File: config.mk
export PLATFORM = sky130hd
export DESIGN_NAME = sev_seg_scan
export DESIGN_NICKNAME = d
export VERILOG_FILES = /design/src/rtl/sev_seg_pkg.sv /design/src/rtl/sev_seg_prescale.sv /design/src/rtl/sev_seg_scan.sv
export SDC_FILE = /design/constraint.sdc
export NUM_CORES = 1
export LEC_CHECK = 0
export CAP_MARGIN = 20
export CELL_PAD_IN_SITES_DETAIL_PLACEMENT = 1
export CELL_PAD_IN_SITES_GLOBAL_PLACEMENT = 1
export CORE_ASPECT_RATIO = 0.6
export CORE_MARGIN = 4
export CORE_UTILIZATION = 35
export DETAILED_ROUTE_END_ITERATION = 16
export GPL_ROUTABILITY_DRIVEN = 1
export HOLD_SLACK_MARGIN = 0.06
export MAX_ROUTING_LAYER = met4
export PLACE_DENSITY = 0.63
export SYNTH_ARGS = -nofsm -noshare
export SYNTH_HDL_FRONTEND = slang
export SYNTH_HIERARCHICAL = 1
export SYNTH_SLANG_ARGS = --single-unit
File: constraint.sdc
create_clock -name clk -period 3.65 [get_ports clk]
set_input_delay 0.73 -clock clk [delete_from_list [all_inputs] [get_ports clk]]
set_output_delay 0.73 -clock clk [all_outputs]
set_load 0.1 [all_outputs]
File: src/rtl/sev_seg_pkg.sv
// Segment encoding shared by the seven-segment scan driver.
// Codes are active-low, bit 6 = g ... bit 0 = a.
package sev_seg_pkg;

    localparam logic [6:0] SEG_BLANK = 7'b1111111;

    localparam logic [6:0] SEG_TABLE [16] = '{
        7'b1000000, 7'b1111001, 7'b0100100, 7'b0110000,
        7'b0011001, 7'b0010010, 7'b0000010, 7'b1111000,
        7'b0000000, 7'b0010000, 7'b0001000, 7'b0000011,
        7'b1000110, 7'b0100001, 7'b0000110, 7'b0001110
    };

    // In decimal mode anything above 9 is not a digit and stays dark.
    function automatic logic [6:0] seg_decode(input logic [3:0] nibble, input logic hex_mode);
        if (!hex_mode && (nibble > 4'd9)) begin
            return SEG_BLANK;
        end
        return SEG_TABLE[nibble];
    endfunction

endpackage

File: src/rtl/sev_seg_prescale.sv
// Slot prescaler and digit index for the display scan; strobes are combinational from state.
// Free-running, no backpressure: one slot every CLK_DIV cycles, one frame every NUM_DIGITS slots.
module sev_seg_prescale #(
    parameter int NUM_DIGITS = 4,
    parameter int CLK_DIV    = 50000,
    parameter int BLANK_CYC  = 1,
    parameter int IDX_W      = (NUM_DIGITS > 1) ? $clog2(NUM_DIGITS) : 1
) (
    input  logic             clk,
    input  logic             rst,
    output logic [IDX_W-1:0] idx,
    output logic             slot_end,
    output logic             blank_win,
    output logic             frame_end
);

    localparam int                PCNT_W    = $clog2(CLK_DIV);
    localparam logic [PCNT_W-1:0] PCNT_LAST = PCNT_W'(CLK_DIV - 1);
    localparam logic [IDX_W-1:0]  IDX_LAST  = IDX_W'(NUM_DIGITS - 1);

    logic [PCNT_W-1:0] pcnt;

    always_ff @(posedge clk) begin
        if (rst) begin
            pcnt <= '0;
            idx  <= '0;
        end else if (slot_end) begin
            pcnt <= '0;
            idx  <= (idx == IDX_LAST) ? '0 : idx + 1'b1;
        end else begin
            pcnt <= pcnt + 1'b1;
        end
    end

    assign slot_end  = (pcnt == PCNT_LAST);
    assign blank_win = (pcnt < PCNT_W'(BLANK_CYC));
    assign frame_end = slot_end && (idx == IDX_LAST);

endmodule

File: src/rtl/sev_seg_scan.sv
// Multiplexed seven-segment driver with frame-synchronous value updates and leading-zero blanking.
// Outputs registered, 1-cycle latency from scan state; load is always accepted (last load wins).
module sev_seg_scan
    import sev_seg_pkg::*;
#(
    parameter int NUM_DIGITS     = 4,
    parameter int CLK_DIV        = 50000,
    parameter int BLANK_CYC      = 1,
    parameter bit SEG_ACTIVE_LOW = 1'b1,
    parameter bit AN_ACTIVE_LOW  = 1'b1
) (
    input  logic                    clk,
    input  logic                    rst,
    input  logic [4*NUM_DIGITS-1:0] value,
    input  logic [NUM_DIGITS-1:0]   dp,
    input  logic                    load,
    input  logic                    hex_mode,
    input  logic                    lz_blank,
    output logic [6:0]              seg,
    output logic                    seg_dp,
    output logic [NUM_DIGITS-1:0]   an,
    output logic                    frame_done
);

    localparam int                    IDX_W   = (NUM_DIGITS > 1) ? $clog2(NUM_DIGITS) : 1;
    localparam logic [6:0]            SEG_OFF = SEG_ACTIVE_LOW ? SEG_BLANK : ~SEG_BLANK;
    localparam logic                  DP_OFF  = SEG_ACTIVE_LOW;
    localparam logic [NUM_DIGITS-1:0] AN_OFF  = AN_ACTIVE_LOW ? {NUM_DIGITS{1'b1}} : '0;

    logic [IDX_W-1:0] idx;
    logic             slot_end;
    logic             blank_win;
    logic             frame_end;

    sev_seg_prescale #(
        .NUM_DIGITS (NUM_DIGITS),
        .CLK_DIV    (CLK_DIV),
        .BLANK_CYC  (BLANK_CYC),
        .IDX_W      (IDX_W)
    ) u_prescale (
        .clk       (clk),
        .rst       (rst),
        .idx       (idx),
        .slot_end  (slot_end),
        .blank_win (blank_win),
        .frame_end (frame_end)
    );

    assert property (@(posedge clk) disable iff (rst) frame_end |-> slot_end);

    logic [4*NUM_DIGITS-1:0] act_value;
    logic [4*NUM_DIGITS-1:0] pend_value;
    logic [NUM_DIGITS-1:0]   act_dp;
    logic [NUM_DIGITS-1:0]   pend_dp;
    logic                    act_hex;
    logic                    act_lz;
    logic                    pend_vld;

    // Active contents only change on the frame boundary, so a frame is never mixed.
    always_ff @(posedge clk) begin
        if (rst) begin
            act_value  <= '0;
            act_dp     <= '0;
            act_hex    <= 1'b0;
            act_lz     <= 1'b0;
            pend_value <= '0;
            pend_dp    <= '0;
            pend_vld   <= 1'b0;
        end else if (frame_end) begin
            act_hex  <= hex_mode;
            act_lz   <= lz_blank;
            pend_vld <= 1'b0;
            if (load) begin
                act_value <= value;
                act_dp    <= dp;
            end else if (pend_vld) begin
                act_value <= pend_value;
                act_dp    <= pend_dp;
            end
        end else if (load) begin
            pend_value <= value;
            pend_dp    <= dp;
            pend_vld   <= 1'b1;
        end
    end

    logic [NUM_DIGITS-1:0] lz_mask;
    logic                  seen_nz;

    always_comb begin
        lz_mask = '0;
        seen_nz = 1'b0;
        for (int i = NUM_DIGITS - 1; i > 0; i--) begin
            if (act_value[4*i +: 4] != 4'd0) begin
                seen_nz = 1'b1;
            end
            lz_mask[i] = act_lz && !seen_nz;
        end
    end

    logic [NUM_DIGITS-1:0] sel;
    logic [3:0]            cur_nib;
    logic                  cur_dp;
    logic                  cur_blank;
    logic                  dp_on;
    logic [6:0]            code_low;

    always_comb begin
        sel       = '0;
        cur_nib   = '0;
        cur_dp    = 1'b0;
        cur_blank = 1'b0;
        for (int i = 0; i < NUM_DIGITS; i++) begin
            if (idx == IDX_W'(i)) begin
                sel[i]    = 1'b1;
                cur_nib   = act_value[4*i +: 4];
                cur_dp    = act_dp[i];
                cur_blank = lz_mask[i];
            end
        end
        dp_on    = cur_dp && !cur_blank;
        code_low = cur_blank ? SEG_BLANK : seg_decode(cur_nib, act_hex);
    end

    always_ff @(posedge clk) begin
        if (rst) begin
            seg        <= SEG_OFF;
            seg_dp     <= DP_OFF;
            an         <= AN_OFF;
            frame_done <= 1'b0;
        end else begin
            frame_done <= frame_end;
            if (blank_win) begin
                seg    <= SEG_OFF;
                seg_dp <= DP_OFF;
                an     <= AN_OFF;
            end else begin
                seg    <= SEG_ACTIVE_LOW ? code_low : ~code_low;
                seg_dp <= SEG_ACTIVE_LOW ? !dp_on : dp_on;
                an     <= AN_ACTIVE_LOW ? ~sel : sel;
            end
        end
    end

endmodule

Word-level counts from Yosys, hierarchy flattened
Memory sizes are Yosys's and may differ from the RTL's.
Index checks and enable logic that the tools add are counted.

word-level totals
  bits in registers = 74
  bits in latches = 0
  bits in writable memories = 0
  memory bits (read-only) = 112
  input bits = 25
  memories = 1

memory list
  name              words  bits a word  rd ports  clocked after memory_dff  wr ports  line               RTL
  (name not given)  16     7            1         0                         0         sev_seg_pkg.sv:19  return SEG_TABLE[nibble];

operators by class
  add/subtract/negate cells = 2
  $mul = 0
  div/mod/pow operators = 0
  $lt $le $gt $ge = 3
  equality and inequality tests = 4
  shift-type cells = 0
  muxes and demuxes = 28
  bitwise gates (word level) = 3
  reduce and logical (&&, ||, !) cells = 23

operators with widths
  operator                                                  count
  two-way mux 16 bit                                        2
  two-way mux 7 bit                                         4
  two-way mux 4 bit                                         6
  adder 16 x 1 -> 16 bit, second input constant             1
  == test 16 bit, second input constant                     1
  < comparator 16 x 1 -> 1 bit, second input constant       1
  two-way mux 1 bit                                         15
  nonzero test 4 bit                                        3
  logical AND 1 bit                                         6
  logical NOT 1 bit                                         6
  OR reduction 2 bit                                        3
  greater-or-equal comparator 5 bit, second input constant  1
  NOT 4 -> 5 bit                                            1
  == test 2 bit, second input constant                      2
  > comparator 4 bit, second input constant                 1
  NOT 4 bit                                                 1
  AND reduction 2 bit                                       2
  OR reduction 3 bit                                        1
  adder 2 x 1 -> 2 bit, second input constant               1
  == test 2 x 1 -> 1 bit, second input constant             1
  logical NOT 2 bit                                         1
  two-way mux 2 bit                                         1
  nonzero test 2 bit                                        1
  NOT 1 bit                                                 1

Logic depth before layout (Yosys ltp)
  depth in word-level cells = 12
  gate-level depth with buffers = 10
  gate-level depth less buffers = 8

Cells and area by module
Netlist, hierarchy kept.

modules (own cells, without submodules)
  module            instances  cells an instance  area an instance (sq um)
  sev_seg_scan      1          281                2546.2
  sev_seg_prescale  1          98                 892.1

Least setup slack after synthesis
OpenSTA, ideal clock, no wires.

  kind = register to register
  start point = register u_prescale.pcnt[13]
  end point = register act_dp[0]
  data arrival time = 2391 ps
  data required time = 3564 ps
  slack = 1173 ps
  cell stages (with the launch flop) = 9
  path through = dfxtp_1 > or4_4 > nor4_4 > and2_2 > clkbuf_1 > nor2b_1 > clkbuf_1 > nor2_1 > a211oi_1

on the way
  cells in the longest elaborated chain, start to end = 3

ends and longest elaborated chain
  element                               line                    RTL
  start: declaration                    sev_seg_prescale.sv:21  logic [PCNT_W-1:0] pcnt;
  start signal: assignment              sev_seg_prescale.sv:31  pcnt <= pcnt + 1'b1;
  == test 16 bit                        sev_seg_prescale.sv:35  assign slot_end = (pcnt == PCNT_LAST);
  net slot_end                          sev_seg_scan.sv:31      logic slot_end;
  logical AND 1 bit                     sev_seg_prescale.sv:37  assign frame_end = slot_end && (idx == IDX_LAST);
  net frame_end                         sev_seg_scan.sv:33      logic frame_end;
  AND reduction 2 bit (no source line)  --
  end signal: assignment                sev_seg_scan.sv:75      act_dp <= dp;
  end signal: assignment                sev_seg_scan.sv:78      act_dp <= pend_dp;
  end: declaration                      sev_seg_scan.sv:53      logic [NUM_DIGITS-1:0] act_dp;

The timed path passes the listed nets, and every way through them passes these cells.
A chain may end at the register's enable or synchronous reset.

Worst setup path after layout
  start point = register u_prescale.idx[0]
  end point = register seg[6]

on the way
  cells in the longest elaborated chain, start to end = 10

ends and longest elaborated chain
  element                                                line                    RTL
  start: declaration                                     sev_seg_prescale.sv:11  output logic [IDX_W-1:0] idx,
  start signal: assignment                               sev_seg_prescale.sv:29  idx <= (idx == IDX_LAST) ? '0 : idx + 1'b1;
  logical NOT 2 bit                                      sev_seg_scan.sv:114     if (idx == IDX_W'(i)) begin
  two-way mux 4 bit (4 in series)                        sev_seg_scan.sv:114
  NOT 4 -> 5 bit (implied by the code)                   sev_seg_pkg.sv:19
  memory (16 x 7 bit)                                    --
  two-way mux 7 bit (implied by the code) (2 in series)  sev_seg_pkg.sv:19
  two-way mux 7 bit                                      sev_seg_pkg.sv:19
  end signal: assignment                                 sev_seg_scan.sv:138     seg <= SEG_ACTIVE_LOW ? code_low : ~code_low;
  end: declaration                                       sev_seg_scan.sv:19      output logic [6:0] seg,

Parallel ways exist; a longest one is shown, timed or not. The select of a mux whose other input is x is not followed.

==> metrics <==
outcome finished clean; Final setup viols 0; clk buf depth 2; Routed WL per cell 16.6 um; Clock Latency Late Sink 0.33 ns; share of layout cells above drive strength 1 roughly a tenth; PortBufs 37; vias 2766; FF-to-FF End seg[6]; die span in x 136 um; post-synthesis sequential element count 74; nets@finish 441; worst-path maximum fanout 16; routed vias/inst between 5 and 6; P_leak 0.00144 uW; total grt overflow 0; Synth Instances around 380; antenna cells 0; # hold bufs at CTS 0; first-pass GRT wire length approximately 15000 um; post-route ant nets 0; HP Class flip-flop to flip-flop; WP data required 3.83 ns; total wire length 8990 um; Yosys cell types 40; initial antenna violation count 0; Arrival @ worst endpoint 3.02 ns; final core occ between 40% and 50%; gr usage total 16.9%; Max Clock Skew 0.00618 ns; min-delay src pend_value[12]; final period utilization between 70% and 80%; yosys warns 6; Tightest Pin Transition 1.01 ns; FMAX 352 MHz; Worst slew margin 32.5%; Fin. Hold Viols 0; Initial Utilization approximately 37%; height of the die 84.8 um; CTS tree yes; post-DP HPWL 6350 um; die area between 10000 and 15000 um^2; Root Buffer clkbuf_16; io pins 38; Net Count, Synth a little over 400; DRC Markers 0; Power Dens Cells 487 nW/um^2; CP Class flip-flop to flip-flop; Post-CTS Setup Bufs 0; gpl congestion 0.837; Initial DRC Count around 170; num rows 27; Synth-to-Final Area Change 22.9%; Fin Setup TNS 0 ns; core area slightly above 9000 um^2; CP endpoint kind flip-flop; largest net degree at the start of global routing 52; Num CTS Buffers 9; H-tree Lvls 3; post-layout min period 2.84 ns; register area share after synthesis 43.1%; r2r setup slk approximately 0.81 ns; First-pass DRT Iterations 4; Peak supply drop 0.215 mV; RSZ-0062 raised after global routing false; CTS Sinks 74; cts repair resizes 0; fill count about 1100; post-synthesis cell area 3440 um^2; Clock Pin Slew Worst Setup and Hold Paths 0.06 ns; Worst Hold Depth 2; max_cap viols 0; vias in the first global route 2829; hold-critical path endpoint pend_value[12]; Post-Synthesis Mean Instance Area 9.07 um^2; reg2reg start u_prescale/idx[0]; FF-to-FF path depth 8; CP Launch Type flip-flop; Slew Viols, Final 0
## cell usage in the layout (no fill, tap or decap), drive strengths merged, types with 2 or more instances in the layout
cell / n
nand2: 51
nand4: 6
ha: 9
nand2b: 4
nor2b: 4
buf: 5
nand3: 8
o221ai: 4
nor3b: 3
bufinv: 3
mux4: 5
dfxtp: 74
or2: 2
a211oi: 20
o21ai: 3
nor3: 8
clkinv: 4
nor2: 50
inv: 11
nor4b: 2
a21oi: 23
nand3b: 2
a31oi: 2
nor4: 7
clkdlybuf4s50: 36
mux2i: 30
clkbuf: 9
xnor2: 17
o211ai: 2
## logic make-up (layout without fill, tap and decap cells)
logic type               count (synthesis)  count (layout)  share of synthesized area (%)
XOR/XNOR                                18              18                           4.59
flip-flops                              74              74                           43.1
multiplexers                            36              36                           12.3
adder cells (fa/ha/maj)                  9               9                           3.28
AO/OA/AOI/OAI                           57              57                           10.6
AND/OR/NAND/NOR                        150             150                           21.5
buffers and inverters                   35              68                           4.62
## critical path, cell delays in order (launching register included)
cell and delay (ns):
dfxtp_1 0.76, mux4_2 0.67, inv_1 0.13, ha_1 0.31, nor2_1 0.08, nor2_1 0.10, nor3b_1 0.08, nor4_4 0.34
o221ai_1 0.22
## metal layers
layer	vias up	wire [um]	track usage, %
li1	1367	-	-
met1	1336	4920	24.6
met2	50	3580	23.0
met3	13	381	4.43
met4	0	114	4.30
met5	-	0	-
## Yosys cell counts (all sizes together)
master	instances	area, um^2
o221ai	4	35.0
nor2b	4	25.0
mux2	1	11.3
o311ai	1	8.76
nand2	51	191
nor4b	2	17.5
nor2	50	213
nor4	7	73.8
nand2b	4	25.0
a211oi	20	150
buf	6	50.0
mux2i	30	300
o21ai	3	15.0
nand3	8	40.0
nand3b	2	15.0
or4	1	11.3
xor2	1	8.76
a31oi	2	12.5
or3	1	6.26
ha	9	113
o211ai	2	15.0
o22ai	1	6.26
xnor2	17	149
clkbuf	18	67.6
o21a	1	7.51
dfxtp	74	1480
nor3	8	40.0
or2	2	12.5
and2	1	7.51
nand4	6	37.5
inv	11	41.3
a21oi	23	115
mux4	5	113
nor3b	3	22.5
## state kept, by name, indices dropped and copies added (netlist names)
name	flops
seg	7
act_lz	1
act_hex	1
act_dp	4
u_prescale/idx	2
an	4
pend_vld	1
seg_dp	1
act_value	16
u_prescale/pcnt	16
pend_value	16
frame_done	1
pend_dp	4
## area by class of cell
class / instances / area [um^2] / share of cell area, %
clock buffer: 9 / 225 / 5.33
multi-input combinational: 270 / 1800 / 42.6
inverter: 11 / 41.3 / 0.977
timing repair buffer: 41 / 395 / 9.36
sequential: 74 / 1480 / 35.1
clock inverter: 7 / 118 / 2.78
tap: 130 / 163 / 3.85
## through the flow
stage                     std cells  hold WS, ns  area [um^2]  power, uW  worst slack [ns]
after floorplan                 379        0.436         3440        994              1.17
final                           542        0.455         4220       2060             0.809
after global routing            542        0.467         4220       2140             0.527
after CTS                       542        0.455         4220       2090             0.813
after detailed placement        526        0.446         3880       1060             0.836
after global placement          526        0.441         3880       1060             0.942
## power by group
part           switching [uW]  total [uW]  leakage, uW  internal, uW
clock network             348        1010     0.000169           667
registers                11.8         844     0.000603           832
logic                     129         196     0.000672          67.0
## worst max-delay path by stage
stage,startpoint,end,slack [ns]
3_5_place_dp,u_prescale/idx[0],seg[6],0.84
6_report,u_prescale/idx[0],seg[6],0.81
2_1_floorplan,u_prescale/pcnt[13],act_dp[0],1.17
5_1_grt,u_prescale/idx[0],seg[6],0.53
4_1_cts,u_prescale/idx[0],seg[6],0.81
3_3_place_gp,u_prescale/idx[0],seg[2],0.94
No activity file was read; power rests on OpenSTA's default activity.
